===== src/rtl/universal_shift_register.sv =====
// Parametrised shift/rotate register with parallel load, serial ports and an N-step burst engine.
// One-edge latency for load/shift. No backpressure: Shift_Enable and Burst_Start are dropped while Busy.
module universal_shift_register #(
    parameter  int WIDTH = 8,
    localparam int CW    = $clog2(WIDTH) + 1
) (
    input  logic             CLK,
    input  logic             Reset,
    input  logic [WIDTH-1:0] Parallel_In,
    input  logic             Load,
    input  logic [2:0]       Mode,
    input  logic             Shift_Enable,
    input  logic             Shift_In_Left,
    input  logic             Shift_In_Right,
    input  logic             Burst_Start,
    input  logic [CW-1:0]    Burst_Count,
    output logic [WIDTH-1:0] Reg_Content,
    output logic             Shift_Out_Left,
    output logic             Shift_Out_Right,
    output logic             Busy,
    output logic             Done
);

    localparam logic [0:0] ST_IDLE  = 1'b0;
    localparam logic [0:0] ST_BURST = 1'b1;

    localparam logic [2:0] MD_SLL = 3'b001;
    localparam logic [2:0] MD_SRL = 3'b010;
    localparam logic [2:0] MD_ROL = 3'b011;
    localparam logic [2:0] MD_ROR = 3'b100;
    localparam logic [2:0] MD_ASR = 3'b101;

    logic [WIDTH-1:0] r_q;
    logic [0:0]       r_state;
    logic [2:0]       r_mode;
    logic [CW-1:0]    r_cnt;
    logic             r_done;

    // Codes 000, 110 and 111 all hold.
    function automatic logic [WIDTH-1:0] f_shift(
        input logic [2:0]       m,
        input logic [WIDTH-1:0] r,
        input logic             sil,
        input logic             sir
    );
        case (m)
            MD_SLL:  f_shift = {r[WIDTH-2:0], sil};
            MD_SRL:  f_shift = {sir, r[WIDTH-1:1]};
            MD_ROL:  f_shift = {r[WIDTH-2:0], r[WIDTH-1]};
            MD_ROR:  f_shift = {r[0], r[WIDTH-1:1]};
            MD_ASR:  f_shift = {r[WIDTH-1], r[WIDTH-1:1]};
            default: f_shift = r;
        endcase
    endfunction

    always_ff @(posedge CLK) begin
        if (Reset) begin
            r_q     <= '0;
            r_state <= ST_IDLE;
            r_mode  <= '0;
            r_cnt   <= '0;
            r_done  <= 1'b0;
        end else begin
            r_done <= 1'b0;
            if (Load) begin
                // Load also aborts a running burst without signalling completion.
                r_q     <= Parallel_In;
                r_state <= ST_IDLE;
                r_cnt   <= '0;
            end else if (r_state == ST_BURST) begin
                r_q   <= f_shift(r_mode, r_q, Shift_In_Left, Shift_In_Right);
                r_cnt <= r_cnt - 1'b1;
                if (r_cnt == CW'(1)) begin
                    r_state <= ST_IDLE;
                    r_done  <= 1'b1;
                end
            end else if (Burst_Start) begin
                if (Burst_Count != '0) begin
                    r_mode  <= Mode;
                    r_cnt   <= Burst_Count;
                    r_state <= ST_BURST;
                end else begin
                    r_done <= 1'b1;
                end
            end else if (Shift_Enable) begin
                r_q <= f_shift(Mode, r_q, Shift_In_Left, Shift_In_Right);
            end
        end
    end

    logic w_busy;
    assign w_busy          = (r_state == ST_BURST);
    assign Reg_Content     = r_q;
    assign Shift_Out_Left  = r_q[WIDTH-1];
    assign Shift_Out_Right = r_q[0];
    assign Busy            = w_busy;
    assign Done            = r_done;

endmodule


===== config.mk =====
export PLATFORM = sky130hd
export DESIGN_NAME = universal_shift_register
export DESIGN_NICKNAME = d
export VERILOG_FILES = /design/src/rtl/universal_shift_register.sv
export SDC_FILE = /design/constraint.sdc
export NUM_CORES = 1
export LEC_CHECK = 0
export CELL_PAD_IN_SITES_DETAIL_PLACEMENT = 1
export CELL_PAD_IN_SITES_GLOBAL_PLACEMENT = 1
export CORE_MARGIN = 1
export CORE_UTILIZATION = 39
export DETAILED_ROUTE_END_ITERATION = 8
export HOLD_SLACK_MARGIN = 0.12
export PLACE_DENSITY = 0.95
export SYNTH_ARGS = -nofsm -noshare
export SYNTH_HDL_FRONTEND = slang
export SYNTH_SLANG_ARGS = --single-unit

===== constraint.sdc =====
create_clock -name CLK -period 5.71 [get_ports CLK]
set_input_delay 1.713 -clock CLK [delete_from_list [all_inputs] [get_ports CLK]]
set_output_delay 1.713 -clock CLK [all_outputs]
set_load 0.01 [all_outputs]

## After elaboration in Yosys (flattened, before gate mapping)

Cells that the tools add are included.

| storage, ports and cells | value |
|---|---|
| register bits after elaboration | 17 |
| bits in latches | 0 |
| RAM bits | 0 |
| bits in read-only memories | 0 |
| output and inout port bits | 12 |
| memories kept | 0 |

| operators by class | value |
|---|---|
| add/subtract/negate cells | 1 |
| $mul | 0 |
| div/mod/pow operators | 0 |
| order comparisons | 0 |
| eq/ne operators | 16 |
| shift operators | 0 |
| mux-type cells | 17 |
| bitwise operators | 2 |
| reductions and logical operators | 11 |

Operators with widths:

| kind | number |
|---|---|
| one-hot mux 8 bit (5 select lines) | 2 |
| 2-to-1 mux 8 bit | 4 |
| equality test 3 x 2 -> 1 bit, second input constant | 4 |
| equality test 3 bit, second input constant | 4 |
| 2-to-1 mux 4 bit | 3 |
| 2-to-1 mux 1 bit | 8 |
| AND reduction 4 bit | 2 |
| != test 7 x 2 -> 1 bit, second input constant | 1 |
| nonzero test 7 bit | 1 |
| equality test 3 x 1 -> 1 bit, second input constant | 2 |
| != test 3 bit, second input constant | 2 |
| != test 6 x 2 -> 1 bit, second input constant | 1 |
| AND reduction 6 bit | 1 |
| nonzero test 6 bit | 1 |
| equality test 4 x 1 -> 1 bit, second input constant | 1 |
| nonzero test 2 bit | 2 |
| nonzero test 4 bit | 1 |
| subtractor 4 x 1 -> 4 bit, second input constant | 1 |
| != test 3 x 2 -> 1 bit, second input constant | 1 |
| nonzero test 3 bit | 1 |
| inverter 1 bit | 2 |
| AND reduction 2 bit | 1 |
| OR reduction 2 bit | 1 |

## Longest topological paths before layout

| depth | value |
|---|---|
| depth after elaboration | 6 |
| depth in mapped cells | 7 |
| gate-level depth less buffers | 6 |

## Worst setup path after synthesis

Ideal clock, no wire load.

| path | value |
|---|---|
| path type | in2reg |
| from | input Mode[1] |
| to | register r_q[1], in the netlist Reg_Content[1] |
| data arrival time | 3.301 ns |
| path slack | 2.321 ns |
| stages on the path | 7 |
| path through | buf_2 inv_1 ha_1 or3_1 a21oi_1 a221oi_1 a311oi_2 |

| on the way | value |
|---|---|
| cells in the longest elaborated chain, start to end | 6 |
| elaborated cells between the ends (all ways) | 12 |
| those cells by class | eq/ne: 5; mux: 5; reduce/logical: 2 |

RTL lines:

| element | line | text |
|---|---|---|
| start, declared | 11 | `input logic [2:0] Mode,` |
| equality test 3 bit (tied with other cells) | 46 | `case (m)` |
| one-hot mux 8 bit (5 select lines) | 46 |  |
| 2-to-1 mux 8 bit | 85 | `end else if (Shift_Enable) begin` |
| 2-to-1 mux 8 bit | 77 | `end else if (Burst_Start) begin` |
| 2-to-1 mux 8 bit | 70 | `end else if (r_state == ST_BURST) begin` |
| 2-to-1 mux 8 bit | 65 | `if (Load) begin` |
| end signal, assigned | 67 | `r_q <= Parallel_In;` |
| end signal, assigned | 71 | `r_q <= f_shift(r_mode, r_q, Shift_In_Left, Shift_In_Right);` |
| end signal, assigned | 86 | `r_q <= f_shift(Mode, r_q, Shift_In_Left, Shift_In_Right);` |
| end, declared | 33 | `logic [WIDTH-1:0] r_q;` |

Several ways; a longest one is shown, not always the timed one. The select of a mux whose other input is x is not followed.
A chain may end at the register's enable or synchronous reset.

## Worst setup path in the final report

| path | value |
|---|---|
| from | input Mode[1] |
| to | register r_q[3], in the netlist Reg_Content[3] |

The elaborated chain is that of the path after synthesis.

==> impl_results.md <==
- GRT Overall Usage: 25.27%
- RSZ-0062 raised after global routing: false
- Worst relative slew slack: 56.57%
- Critical path class: in2reg
- Area fraction of the dominant cell type after synthesis: 24.22%
- Flops & latches, synth: 17
- Yosys cell types: 41
- Cell with the most instances after synthesis: dfxtp_1
- Largest cells by area after synthesis: dfxtp_1, a311oi_2, a221oi_1
- Placer Congestion: 0.9439
- # port buffers: 33
- Hold_buf cts: 0
- Antenna fix cells: 0
- Worst Path Required: 5.92 ns
- Largest net degree at the start of global routing: 19
- Routed WL: around 4500 microns
- Register area share after synthesis: 24.22%
- Rows: 21
- Placed instance area: 0.001708 sq mm
- CTS Sinks: 17
- Worst Path Max Fanout: 11
- Place WS: 1.323 ns
- Ys Warns: 0
- Final setup margin: roughly 1.6 ns
- Post-CTS setup buffers: 0
- Layout area overhead: 23.51%
- Clk_lat worst skew: 0.30 ns
- Worst Setup End Kind: flop
- Worst VDD drop: 0.00005990 V
- Primary FF master, synth: dfxtp_1
- Io pins: 34
- Grt ovf: 0
- Area of the multi-input gates: about 950 sq um
- Cell leakage power: 0.5401 nW
- Hold Crit Class: reg2reg
- CTS tree: yes
- Post-Syn Nets: approximately 190
- Starting Density: 41.45%
- Final clock skew: 0.003709 ns
- Yosys top cell by area: dfxtp_1
- Overall Power: 313.2 uW
- First-pass GRT wire length: 6989 microns
- Remaining antenna violation count: 0
- Hold slack final: 0.5614 ns
- Resized Gates After CTS: 0
- Routed via count: around 1500
- Final worst path period need: 4.131 ns
- Initial antenna violation count: 0
- Wirelength per Cell: around 19 microns
- Clock Tree Buf Depth: 2
- Synthesized area per cell: 8.414 sq um
- Share of layout cells above drive strength 1: 9.043%
- Synthesized cell area: 0.001405 sq mm
- Clock slew seen by the registers of the worst setup and hold paths: 0.11 ns
- Fmax: approximately 240 MHz
- Period utilisation layout: roughly 72%
- Clk Tree Root Cell: clkbuf_4
- Placeable core area: approximately 0.0034 sq mm
- Max cap viols: 0
- Filler Cells Inserted: around 400
- Cells after synthesis: 167
- Drc violations: 0
- Net count, final: between 200 and 250
- Post-synth EDFFs: 0
- Post-synth ARST share: 0%
- Inserted Clock Buffers: 3
- Final Setup Violations: 0
- Worst path arrival time: 4.34 ns
- First-pass iteration count of the detailed router: 4
- Vias in the first global route: 1435
- Status: finished, final reports clean
- Final Max Slew Viols: 0
- Tightest Pin Transition: 0.6494 ns
- Sequential cell area: 340.3 sq um
- Final instance area: 0.001735 sq mm
- H-tree depth: 1
- Die height: about 62 microns
- Commonest cells in the netlist: dfxtp_1, nor3_1, a221oi_1, inv_1
- Vias per Instance: 6.278
- Final Hold Fails: 0
- Die W: roughly 62 microns
- DR iter-0 viols: 85
- Final TNS setup: 0 ns
- Crit start category: input port
- Dpl hpwl: 3414 microns
- Area of the die: just under 0.004 sq mm
- Pwr dens: 180.5 mW/mm^2
-- worst paths after layout --
| check | depth (start not counted) | end | slack, ns | start |
|---|---|---|---|---|
| worst max register to register | 4 | Reg_Content[3] | 3.52 | Busy |
| worst min-delay path | 1 | r_cnt[0] | 0.56 | r_cnt[0] |
| worst min register to register | 1 | r_cnt[0] | 0.56 | r_cnt[0] |
| worst max-delay path | 7 | Reg_Content[3] | 1.58 | Mode[1] |
-- cell families (layout without fill, tap and decap cells) --
| logic type | count (synthesis) | after routing | synth area share, % |
|---|---|---|---|
| AOI/OAI and AO/OA | 57 | 57 | 35.35 |
| and+or+nand+nor | 57 | 57 | 23.60 |
| buffers and inverters | 25 | 46 | 8.459 |
| DFF | 17 | 17 | 24.22 |
| muxes | 5 | 5 | 3.562 |
| adders and majority gates | 4 | 4 | 3.562 |
| xor gates and xnor gates | 2 | 2 | 1.247 |
-- layout make-up --
cell class                 count  share of cell area (%)
multi-input combinational    125                   54.51
timing repair buffer          33                   19.03
tap                           46                   3.317
sequential                    17                   19.61
clock buffer                   3                   1.298
inverter                       9                   1.947
clock inverter                 1                  0.2884
-- cell usage in the layout, fill, tap and decap left out, drive strengths merged, types with 3 or more instances in the layout --
master,Yosys,final
o211ai,5,5
nand2b,3,3
ha,4,4
nor2,6,6
nor3,10,10
nand3,7,7
a31oi,3,3
or2,3,3
o21ai,3,3
nand2,6,6
clkbuf,7,3
a221oi,9,9
or3,4,4
a211oi,8,8
nor3b,3,3
mux2i,5,5
or3b,3,3
a21oi,5,5
dfxtp,17,17
clkdlybuf4s50,0,33
nand3b,5,5
a311oi,7,7
and2,5,5
a21o,8,8
inv,9,9
-- registers in the layout, summed over array words and instances, names as in the netlist --
signal	flops
Busy	1
r_mode	3
Done	1
Reg_Content	8
r_cnt	4
-- layer usage --
metal / wire length, microns / track usage, % / vias up
li1: - / - / 686
met1: 1962 / 33.21 / 726
met2: 2196 / 41.95 / 47
met3: 215 / 3.727 / 10
met4: 76 / 8.889 / 0
met5: 0 / 0 / -
-- critical path: stages --
cell and delay (ns):
clkdlybuf4s50_1 0.65, inv_1 0.12, ha_1 0.38, or3_1 0.42, a21oi_1 0.51, a221oi_1 0.23, a311oi_2 0.31
-- per-stage QoR --
step	utilization (%)	instances
5_1_grt	51.20	234
3_5_place_dp	50.39	230
4_1_cts	51.20	234
3_3_place_gp	50.39	230
6_report	51.20	234
2_1_floorplan	-	167
-- power breakdown --
group / leakage, nW / internal, mW / switching [mW] / total, mW
combinational: 0.383 / 0.0527 / 0.0490 / 0.102
sequential: 0.140 / 0.127 / 0.0166 / 0.143
clock: 0.0177 / 0.0261 / 0.0422 / 0.0684
Note: power is estimated with default switching activity, not from simulation.
